<file path="src/rtl/regaccess_pkg.sv">
// Shared constants, FSM state encoding and frame builder for the register-access SPI host.
package regaccess_pkg;

    localparam int FRAME_BITS = 16;
    localparam int RW_BIT     = 7;

    typedef enum logic [2:0] {
        IDLE     = 3'd0,
        SETUP    = 3'd1,
        SHIFT_HI = 3'd2,
        SHIFT_LO = 3'd3,
        HOLD     = 3'd4,
        GAP      = 3'd5
    } state_e;

    localparam logic [6:0] VERSION             = 7'h00;
    localparam logic [6:0] STATUS_CONTROL      = 7'h01;
    localparam logic [6:0] CHANNEL_SELECT_LOW  = 7'h02;
    localparam logic [6:0] CHANNEL_SELECT_HIGH = 7'h03;
    localparam logic [6:0] SAMPLE_RATE_DIVISOR = 7'h04;
    localparam logic [6:0] LED_BRIGHTNESS      = 7'h05;
    localparam logic [6:0] MODE                = 7'h0a;
    localparam logic [6:0] SCRATCHPAD          = 7'h0d;

    // Byte 0 carries the R/W flag above the register number; reads send a zero data byte.
    function automatic logic [FRAME_BITS-1:0] build_frame(input logic       wr,
                                                           input logic [6:0] regnum,
                                                           input logic [7:0] wdata);
        logic [7:0] hdr;
        hdr         = {1'b0, regnum};
        hdr[RW_BIT] = wr;
        return {hdr, (wr ? wdata : 8'h00)};
    endfunction

endpackage

</file>
<file path="src/rtl/regaccess_if.sv">
// Command/response handshake between a requester (master) and the SPI host (slave).
interface regaccess_if;

    logic       cmd_valid;
    logic       cmd_ready;
    logic       cmd_write;
    logic [6:0] cmd_regnum;
    logic [7:0] cmd_wdata;
    logic       rsp_valid;
    logic [7:0] rsp_rdata;
    logic       busy;

    modport master (
        output cmd_valid, cmd_write, cmd_regnum, cmd_wdata,
        input  cmd_ready, rsp_valid, rsp_rdata, busy
    );

    modport slave (
        input  cmd_valid, cmd_write, cmd_regnum, cmd_wdata,
        output cmd_ready, rsp_valid, rsp_rdata, busy
    );

endinterface

</file>
<file path="src/rtl/regaccess_host_spi_phase_timer.sv">
// Loadable down-counter; tc_o marks the last cycle of a phase loaded with (length-1).
module spi_phase_timer #(
    parameter int W = 4
) (
    input  logic         clk,
    input  logic         rst_n,
    input  logic         load_i,
    input  logic [W-1:0] load_val_i,
    output logic         tc_o
);

    logic [W-1:0] cnt_q;
    logic [W-1:0] cnt_d;

    always_comb begin
        cnt_d = cnt_q;
        if (load_i) begin
            cnt_d = load_val_i;
        end else if (cnt_q != '0) begin
            cnt_d = cnt_q - W'(1);
        end
    end

    always_ff @(posedge clk or negedge rst_n) begin
        if (!rst_n) begin
            cnt_q <= '0;
        end else begin
            cnt_q <= cnt_d;
        end
    end

    assign tc_o = (cnt_q == '0);

endmodule

</file>
<file path="src/rtl/regaccess_host.sv">
// SPI mode-0 master issuing one 16-bit register read/write frame per accepted command.
module regaccess_host
    import regaccess_pkg::*;
#(
    parameter int CLK_DIV    = 4,
    parameter int GAP_CYCLES = 4
) (
    input  logic       clk,
    input  logic       rst_n,
    regaccess_if.slave bus,
    output logic       ss,
    output logic       sclk,
    output logic       mosi,
    input  logic       miso
);

    localparam int MAX_PH = (CLK_DIV > GAP_CYCLES) ? CLK_DIV : GAP_CYCLES;
    localparam int PW     = $clog2(MAX_PH + 1);
    localparam logic [PW-1:0] DIV_LOAD = PW'(CLK_DIV - 1);
    localparam logic [PW-1:0] GAP_LOAD = PW'(GAP_CYCLES - 1);

    localparam logic [2:0] S_IDLE     = IDLE;
    localparam logic [2:0] S_SETUP    = SETUP;
    localparam logic [2:0] S_SHIFT_HI = SHIFT_HI;
    localparam logic [2:0] S_SHIFT_LO = SHIFT_LO;
    localparam logic [2:0] S_HOLD     = HOLD;
    localparam logic [2:0] S_GAP      = GAP;

    logic [2:0]            state_q, state_d;
    logic                  ss_q, ss_d;
    logic                  sclk_q, sclk_d;
    logic                  mosi_q, mosi_d;
    logic                  rvld_q, rvld_d;
    logic [7:0]            rdata_q, rdata_d;
    logic [4:0]            bit_q, bit_d;
    logic [FRAME_BITS-1:0] tx_q, tx_d;
    logic [7:0]            rx_q, rx_d;
    logic                  miso_meta_q, miso_sync_q;
    logic                  ld;
    logic [PW-1:0]         ld_val;
    logic                  tc;
    logic                  accept;

    assign bus.cmd_ready = rst_n && (state_q == S_IDLE);
    assign bus.busy      = (state_q != S_IDLE);
    assign bus.rsp_valid = rvld_q;
    assign bus.rsp_rdata = rdata_q;
    assign accept        = bus.cmd_valid && bus.cmd_ready;
    assign ss            = ss_q;
    assign sclk          = sclk_q;
    assign mosi          = mosi_q;

    spi_phase_timer #(.W(PW)) u_timer (
        .clk       (clk),
        .rst_n     (rst_n),
        .load_i    (ld),
        .load_val_i(ld_val),
        .tc_o      (tc)
    );

    always_comb begin
        state_d = state_q;
        ss_d    = ss_q;
        sclk_d  = sclk_q;
        mosi_d  = mosi_q;
        rvld_d  = 1'b0;
        rdata_d = rdata_q;
        bit_d   = bit_q;
        tx_d    = tx_q;
        rx_d    = rx_q;
        ld      = 1'b0;
        ld_val  = DIV_LOAD;
        case (state_q)
            S_IDLE: if (accept) begin
                state_d = S_SETUP;
                ld      = 1'b1;
                tx_d    = build_frame(bus.cmd_write, bus.cmd_regnum, bus.cmd_wdata);
                mosi_d  = tx_d[FRAME_BITS-1];
                ss_d    = 1'b0;
                bit_d   = 5'd0;
            end
            S_SETUP: if (tc) begin
                state_d = S_SHIFT_HI;
                ld      = 1'b1;
                sclk_d  = 1'b1;
            end
            // Sample at the end of the high phase; the falling edge presents the next bit,
            // and the zero shifted in leaves mosi low once bit 0 has gone out.
            S_SHIFT_HI: if (tc) begin
                state_d = S_SHIFT_LO;
                ld      = 1'b1;
                sclk_d  = 1'b0;
                rx_d    = {rx_q[6:0], miso_sync_q};
                tx_d    = {tx_q[FRAME_BITS-2:0], 1'b0};
                mosi_d  = tx_q[FRAME_BITS-2];
                bit_d   = bit_q + 5'd1;
            end
            S_SHIFT_LO: if (tc) begin
                ld = 1'b1;
                if (bit_q == 5'(FRAME_BITS)) begin
                    state_d = S_HOLD;
                end else begin
                    state_d = S_SHIFT_HI;
                    sclk_d  = 1'b1;
                end
            end
            S_HOLD: if (tc) begin
                state_d = S_GAP;
                ld      = 1'b1;
                ld_val  = GAP_LOAD;
                ss_d    = 1'b1;
                rvld_d  = 1'b1;
                rdata_d = rx_q;
            end
            S_GAP: if (tc) begin
                state_d = S_IDLE;
            end
            default: state_d = S_IDLE;
        endcase
    end

    always_ff @(posedge clk or negedge rst_n) begin
        if (!rst_n) begin
            state_q <= S_IDLE;
            ss_q    <= 1'b1;
            sclk_q  <= 1'b0;
            mosi_q  <= 1'b0;
            rvld_q  <= 1'b0;
            rdata_q <= 8'h00;
            bit_q   <= 5'd0;
        end else begin
            state_q <= state_d;
            ss_q    <= ss_d;
            sclk_q  <= sclk_d;
            mosi_q  <= mosi_d;
            rvld_q  <= rvld_d;
            rdata_q <= rdata_d;
            bit_q   <= bit_d;
        end
    end

    // miso is asynchronous to clk: two flops before it reaches the receive shifter.
    always_ff @(posedge clk) begin
        miso_meta_q <= miso;
        miso_sync_q <= miso_meta_q;
        tx_q        <= tx_d;
        rx_q        <= rx_d;
    end

endmodule

</file>
<file path="src/flat_wrapper.sv">
// flat-port wrapper written by rule: the top's interface ports become plain ports
module regaccess_host_flat import regaccess_pkg::*;
#(
    parameter int CLK_DIV    = 4,
    parameter int GAP_CYCLES = 4
)
  (clk, rst_n, ss, sclk, mosi, miso, bus_cmd_valid, bus_cmd_write, bus_cmd_regnum, bus_cmd_wdata, bus_cmd_ready, bus_rsp_valid, bus_rsp_rdata, bus_busy);
  regaccess_if bus_i ();
  input  logic clk;
  input  logic rst_n;
  output logic ss;
  output logic sclk;
  output logic mosi;
  input  logic miso;
  input wire logic [$bits(bus_i.cmd_valid)-1:0] bus_cmd_valid;
  input wire logic [$bits(bus_i.cmd_write)-1:0] bus_cmd_write;
  input wire logic [$bits(bus_i.cmd_regnum)-1:0] bus_cmd_regnum;
  input wire logic [$bits(bus_i.cmd_wdata)-1:0] bus_cmd_wdata;
  output wire logic [$bits(bus_i.cmd_ready)-1:0] bus_cmd_ready;
  output wire logic [$bits(bus_i.rsp_valid)-1:0] bus_rsp_valid;
  output wire logic [$bits(bus_i.rsp_rdata)-1:0] bus_rsp_rdata;
  output wire logic [$bits(bus_i.busy)-1:0] bus_busy;
  assign bus_i.cmd_valid = bus_cmd_valid;
  assign bus_i.cmd_write = bus_cmd_write;
  assign bus_i.cmd_regnum = bus_cmd_regnum;
  assign bus_i.cmd_wdata = bus_cmd_wdata;
  assign bus_cmd_ready = bus_i.cmd_ready;
  assign bus_rsp_valid = bus_i.rsp_valid;
  assign bus_rsp_rdata = bus_i.rsp_rdata;
  assign bus_busy = bus_i.busy;
  regaccess_host #(.CLK_DIV(CLK_DIV), .GAP_CYCLES(GAP_CYCLES)) u_core (.clk(clk), .rst_n(rst_n), .bus(bus_i), .ss(ss), .sclk(sclk), .mosi(mosi), .miso(miso));
endmodule
</file>
<file path="config.mk">
export PLATFORM = sky130hd
export DESIGN_NAME = regaccess_host_flat
export DESIGN_NICKNAME = d
export VERILOG_FILES = /design/src/rtl/regaccess_pkg.sv /design/src/rtl/regaccess_if.sv /design/src/rtl/regaccess_host_spi_phase_timer.sv /design/src/rtl/regaccess_host.sv /design/src/flat_wrapper.sv
export SDC_FILE = /design/constraint.sdc
export NUM_CORES = 1
export LEC_CHECK = 0
export ABC_AREA = 1
export CORE_ASPECT_RATIO = 0.7
export CORE_UTILIZATION = 44
export DETAILED_ROUTE_END_ITERATION = 8
export PLACE_DENSITY_LB_ADDON = 0.1
export SLEW_MARGIN = 25
export SYNTH_ARGS = -nofsm -noshare
export SYNTH_HDL_FRONTEND = slang
export SYNTH_HIERARCHICAL = 1
export SYNTH_SLANG_ARGS = --single-unit
</file>
<file path="constraint.sdc">
create_clock -name clk -period 3.15 [get_ports clk]
set_clock_uncertainty 0.05 [all_clocks]
set_input_delay 0.4725 -clock clk [delete_from_list [all_inputs] [get_ports clk]]
set_output_delay 0.4725 -clock clk [all_outputs]
set_load 0.03 [all_outputs]
</file>
## Yosys cells after proc, flatten, opt, wreduce, memory -nomap -nowiden

Index checks and enable logic that the tools add are counted.

| operators by class | value |
|---|---|
| add/sub/neg operators | 2 |
| multiply operators | 0 |
| divide/modulo/power cells | 0 |
| magnitude comparators | 0 |
| equal/unequal tests | 13 |
| shift operators | 0 |
| muxes and demuxes | 31 |
| bitwise logic cells | 0 |
| reduce and logical (&&, ||, !) cells | 17 |

Operator list:

| operator | number |
|---|---|
| $mux W15 | 2 |
| $pmux W15 S2 | 1 |
| $mux W3 | 9 |
| $pmux W3 S6 | 1 |
| $ne A2 B1 Y1 const B | 6 |
| $mux W1 | 10 |
| $mux W5 | 2 |
| $pmux W5 S2 | 1 |
| $reduce_bool A3 Y1 | 3 |
| $mux W8 | 1 |
| $eq A3 B2 Y1 const B | 2 |
| $eq A3 B3 Y1 const B | 2 |
| $logic_not A3 Y1 | 2 |
| $pmux W1 S2 | 3 |
| $reduce_and A3 Y1 | 2 |
| $reduce_and A6 Y1 | 1 |
| $reduce_bool A2 Y1 | 3 |
| $add A5 B1 Y5 const B | 1 |
| $eq A5 B5 Y1 const B | 1 |
| $reduce_and A5 Y1 | 1 |
| $reduce_and A2 Y1 | 2 |
| $reduce_or A4 Y1 | 1 |
| $eq A3 B1 Y1 const B | 1 |
| $pmux W1 S3 | 1 |
| other kinds (3) | 4 |

| storage, ports and cells | value |
|---|---|
| register bits after elaboration | 48 |
| bits in latches | 0 |
| memory bits (writable) | 0 |
| ROM bits | 0 |
| bits of input ports | 20 |
| output and inout bits | 14 |
| logic and storage cells | 75 |
| memories | 0 |

## Depth between registers and ports, before layout

Gate-level depths: netlist of the first run.

| logic depth | value |
|---|---|
| depth in word-level cells | 6 |
| mapped depth | 10 |

## By module

The synthesis of the first run kept the hierarchy.

Modules (own cells, without submodules):

| module | instances | cells an instance | area each (µm²) |
|---|---|---|---|
| regaccess_host | 1 | 205 | 1946.9 |
| spi_phase_timer | 1 | 32 | 207.7 |

## Worst setup path before layout of the first run

Ideal clock, no wire load.

| timing | value |
|---|---|
| kind | flip-flop to flip-flop |
| from | register u_core.u_timer.cnt_q[0] |
| to | register u_core.tx_q[0] (enable) |
| setup time | 359 ps |
| data arrival time | 1580 ps |
| required time | 2741 ps |
| path slack | 1161 ps |
| stages on the path, launching flop included | 9 |
| buffers on the path | 0 |
| period minus slack after synthesis | 1989 ps |
| cell sequence | dfrtp_1 > inv_1 > ha_1 > inv_1 > nor2_2 > nand4_1 > nand2_1 > nand2_2 > inv_1 |

| between the ends | value |
|---|---|
| cells in the longest elaborated chain, start to end | 3 |

Ends and longest elaborated chain:

| element | RTL line | RTL |
|---|---|---|
| start, declared | regaccess_host_spi_phase_timer.sv:12 | `logic [W-1:0] cnt_q;` |
| start signal, assigned | regaccess_host_spi_phase_timer.sv:28 | `cnt_q <= cnt_d;` |
| $logic_not A3 Y1 | regaccess_host_spi_phase_timer.sv:32 | `assign tc_o = (cnt_q == '0);` |
| named net u_core.tc | regaccess_host.sv:41 | `logic tc;` |
| $ne A2 B1 Y1 (no source line) | n/a |  |
| $reduce_and A3 Y1 (no source line) | n/a |  |
| end signal, assigned | regaccess_host.sv:146 | `tx_q <= tx_d;` |
| end, declared | regaccess_host.sv:36 | `logic [FRAME_BITS-1:0] tx_q, tx_d;` |

The timed path passes the listed nets, and every way through them passes these cells.
A chain may end at the register's enable or synchronous reset.

## Worst setup path after layout of the first run

| timing | value |
|---|---|
| from | register u_core.u_timer.cnt_q[0] |
| to | register u_core.tx_q[8] (enable) |

The elaborated chain is that of the path after synthesis.

==> out/qor.yml, run 1 <==
ys_seq_elements: 48
grt_pass1_vias: 1417
cts-root-buf: "clkbuf_8"
drtAntennaViolNets: 0
slowest_stage: "inv_1"
syn_inst: 237
critPathMaxStageDelay_ns: 0.47
core_mm2: 0.00453
hold_violations: 0
numCtsBuffers: 5
status: "complete, no violations"
track_usage: 0.175
path_delay_family: "simple AND/OR/NAND/NOR gates"
synth_area_mm2: 0.00215
numPortBuffers: 33
netlist.area_leader.share: 0.321
synth_cell_types: 27
vias_per_cell: 4.58
fill_cells: 409
synthMuxAreaShare: 0
drt_first_pass_iters: 4
required_ns: 3.05
diodes: 0
worstMarginPinSlew_ns: 0.585
cpMostUsedCell: "inv_1"
post-place-ws_ns: 0.801
fmax_ghz: 0.426
ios: 34
yosys-top-cells-count: "nand2_1, edfxtp_1, dfrtp_1, inv_1, nand3_1"
finalCritPeriodShare: 0.745
cts_tree: "yes"
startpoint: "u_core/u_timer/cnt_q[0]"
synth.area.top_cells: "edfxtp_1, dfrtp_1, nand2_1"
cts_hold_buf: 0
syn_to_final_growth_pct: 25.6
wl_per_cell_um: 11.5
drtIter0Drc: 76
clk_pin_slew_ns: 0.10
start_util: 0.476
powerDensity_mw_per_mm2: 838
gp_congestion: 0.763
vias: 1576
finalSetupTns_ns: 0
cts_setup_buffers: 0
synth_top_family_by_area: "simple AND/OR/NAND/NOR gates"
ir_drop_uv: 403
grt_max_degree: 25
synth-xor-area-share: 0.00813
fin_ws_ns: 0.802
yosysSeqAreaShare: 0.607
wl_um: 3960
die_h_um: 60.5
grt_pass1_wl_um: 6760
synthFlopType: "edfxtp_1"
cts_max_level: 2
critical_path_class: "register to register"
leakage_uw: 0.00131
r2r_start: "u_core/u_timer/cnt_q[0]"
arrival_ns: 2.24
path_cells: "inv_1, ha_1, inv_1, nor2_2, nand4_1, nand2_1, nand2_2, inv_1"
worst-path-max-fanout: 15
crit_path_end_kind: "register"
final_nets: 301
syn_area_per_cell_um2: 9.09
critPathLaunchType: "register"
maxCapViolCount: 0
drive_above_1_share: 0.0971
stdcell_count: 344
synth.most_common_cell: "nand2_1"
final.min_clock_period_ns: 2.35
cts.path.max_buffers: 2
hpwl_um: 2780
rsz0062_at_grt: "no"
clock_sinks: 48
min_from: "u_core/miso_meta_q"
synth_edf_count: 23
crit_buf_inv: 3
post_cts_resized: 0
yosys_warnings: 6
clock_latency_ns: 0.31
dp_cells: 336
yosys.area.top_type: "edfxtp_1"
gr-total-overflow: 0
total_power_uw: 2270
slew_headroom: 0.610
setup_viol: 0
slew_violations: 0
hp-class: "register to register"
synth_compound_area_frac: 0.0226
rows: 20
drcViolationCount: 0
die_area_mm2: 0.00519
async_flop_share: 0.479
synth_adder_area_share: 0.0232
antenna_found_initial: 0
synth-simple-area-share: 0.287
die_w_um: 85.6
==> area by class of cell <==
type	instances	area, um^2	share of cell area
multi-input combinational	164	746	0.276
timing repair buffer	35	343	0.127
sequential	48	1310	0.483
tap	66	82.6	0.0305
clock inverter	3	68.8	0.0254
clock buffer	5	68.8	0.0254
inverter	23	88.8	0.0328
==> metal layers <==
layer	wire length [um]	global-route usage	vias up	share of wire
li1	-	-	826	-
met3	156	0.0422	2	0.039
met1	2210	0.257	714	0.56
met2	1570	0.251	34	0.40
met5	0	0	-	0
met4	25	0.0714	0	0.0063
==> per-stage QoR <==
stage	instance area [um^2]	utilization	hold WS [ns]
after floorplan	2160	-	0.127
after global routing	2710	0.597	0.306
after detailed placement	2570	0.567	0.280
after CTS	2710	0.597	0.303
after global placement	2570	0.567	0.271
final	2710	0.597	0.299
==> cell families (layout without fill, tap and decap cells) <==
group	count (synthesis)	count (layout)
AND/OR/NAND/NOR	147	147
flip-flops	48	48
buffers and inverters	26	66
AO/OA/AOI/OAI	8	8
adder cells (fa/ha/maj)	4	4
other	2	3
XOR/XNOR	2	2
==> placed cells by master (no fill, tap or decap), drive strengths merged <==
cell type,instances
a21boi,1
a21oi,1
buf,3
bufinv,2
clkbuf,5
clkdlybuf4s50,32
conb,3
dfrtp,22
dfstp,1
dfxtp,2
edfxtp,23
ha,4
inv,24
nand2,116
nand3,17
nand4,4
nor2,10
o211ai,1
o21ai,5
xnor2,2
==> registers in the layout, summed over array words and instances (netlist names) <==
name                  flops
u_core/miso_meta_q        1
u_core/bit_q              5
u_core/bus.rsp_rdata      8
u_core/miso_sync_q        1
u_core/u_timer/cnt_q      3
u_core/mosi               1
u_core/sclk               1
u_core/tx_q              15
u_core/state_q            3
u_core/rx_q               8
u_core/ss                 1
u_core/bus.rsp_valid      1
==> final timing paths <==
path	to	slack, ns	cells after the start
setup / recovery	u_core/tx_q[8]	0.80	8
hold / removal	u_core/miso_sync_q	0.30	0
setup reg to reg	u_core/tx_q[8]	0.80	8
hold reg to reg	u_core/miso_sync_q	0.30	0
max in group asynchronous	u_core/ss	2.23	2
min in group asynchronous	u_core/bit_q[3]	0.51	2
==> report_power, final <==
group / internal [uW] / switching (uW) / total, uW / leakage [uW]
registers: 891 / 95.5 / 986 / 0.000538
clock network: 320 / 215 / 534 / 0.0000687
logic: 246 / 500 / 746 / 0.000701
total: 1460 / 810 / 2270 / 0.00131
Power figures use the tool's default switching activity.
==> run 2, diff against run 1 <==
==> constraint.sdc (replaced) <==
create_clock -name clk -period 2 [get_ports clk]
set_clock_uncertainty 0.05 [all_clocks]
set_input_delay 0.3 -clock clk [delete_from_list [all_inputs] [get_ports clk]]
set_output_delay 0.3 -clock clk [all_outputs]
set_load 0.03 [all_outputs]
==> out/qor.yml, run 2 (synthesis results as in run 1) <==
diodes: 0
start_util: 0.476
gr-total-overflow: 0
path_delay_family: "buffers and inverters"
rsz0062_at_grt: "no"
worst-path-max-fanout: 2
setup_viol: 0
hold_slack_ns: 0.286
required_ns: 1.65
slew_violations: 0
drcViolationCount: 0
largest_register_ffs: 15
cts.path.max_buffers: 2
cts_tree: "yes"
core_mm2: 0.00453
cts_max_level: 2
die_area_mm2: 0.00519
grt_pass1_vias: 1412
ios: 34
finalCritPeriodShare: 0.929
slowest_stage: "clkdlybuf4s50_1"
die_h_um: 60.5
post-place-ws_ns: 0.224
fill_cells: 411
path_cells: "clkdlybuf4s50_1"
final_common_cell: "nand2_1"
cts_hold_buf: 0
hpwl_um: 2830
gp_congestion: 0.805
fmax_ghz: 0.538
clk_pin_slew_ns: 0.09
drt_first_pass_iters: 4
crit_path_end_kind: "output port"
multi_input_area_um2: 746
ir_drop_uv: 567
drtAntennaViolNets: 0
layout_common_cells: "nand2_1, clkdlybuf4s50_1, edfxtp_1"
leakage_uw: 0.00131
largest_register: "u_core/tx_q"
clock_sinks: 48
final_nets: 305
cts-root-buf: "clkbuf_8"
vias_per_cell: 4.52
grt_pass1_wl_um: 6800
die_w_um: 85.6
track_usage: 0.177
powerDensity_mw_per_mm2: 1260
arrival_ns: 1.51
critPathLaunchType: "register"
wl_um: 3950
clock_latency_ns: 0.30
hp-class: "register to register"
fin_ws_ns: 0.142
grt_max_degree: 24
use_met1: 0.268
numCtsBuffers: 5
drtIter0Drc: 55
critical_path_class: "register to output port"
maxCapViolCount: 0
grtUsageMet3: 0.0463
numPortBuffers: 33
drive_above_1_share: 0.106
use_met2: 0.243
wl_per_cell_um: 11.3
status: "complete, no violations"
finalSetupTns_ns: 0
seqCellArea_mm2: 0.00131
busiest_layer: "met1"
vias: 1572
antenna_found_initial: 0
final.min_clock_period_ns: 1.86
hold_violations: 0
crit_buf_inv: 1
critPathMaxStageDelay_ns: 0.66
syn_to_final_growth_pct: 25.5
rows: 20
run 2: metrics by stage:
step / area [um^2] / power [uW] / utilization / instances
finish: 2700 / 3410 / 0.597 / 348
global route: 2700 / 3680 / 0.597 / 348
CTS: 2700 / 3440 / 0.597 / 348
detailed placement: 2610 / 2850 / 0.576 / 340
global placement: 2610 / 2830 / 0.576 / 340
floorplan: 2160 / 2380 / - / 238
run 2: area by class of cell:
cell class	count	share of cell area
clock buffer	7	0.0319
timing repair buffer	39	0.142
clock inverter	1	0.00324
inverter	23	0.0329
sequential	48	0.484
multi-input combinational	164	0.276
tap	66	0.0305
run 2: report_power, final:
| group | switching [uW] | total [uW] | internal (uW) |
|---|---|---|---|
| Sequential | 144 | 1540 | 1400 |
| Clock | 312 | 596 | 283 |
| Combinational | 798 | 1270 | 469 |
| Total | 1250 | 3410 | 2150 |
run 2: per-layer routing:
metal	vias to the layer above	part of all wire
met2	28	0.38
li1	833	-
met3	7	0.040
met1	704	0.56
met5	-	0
met4	0	0.016
run 2: repair_timing:
item	in CTS	in global routing
gates resized for setup	1	0
endpoints found under the setup margin	1	0
buffers inserted	0	0
run 2: final timing paths:
kind | startpoint | end | slack, ns | cells after the start
worst min-delay path | u_core/miso_meta_q | u_core/miso_sync_q | 0.29 | 0
worst max register to register | u_core/u_timer/cnt_q[0] | u_core/u_timer/cnt_q[1] | 0.25 | 11
worst min register to register | u_core/miso_meta_q | u_core/miso_sync_q | 0.29 | 0
max in group asynchronous | rst_n | u_core/ss | 1.21 | 2
min in group asynchronous | rst_n | u_core/bus.rsp_rdata[0] | 0.40 | 2
worst max-delay path | u_core/ss | ss | 0.14 | 1
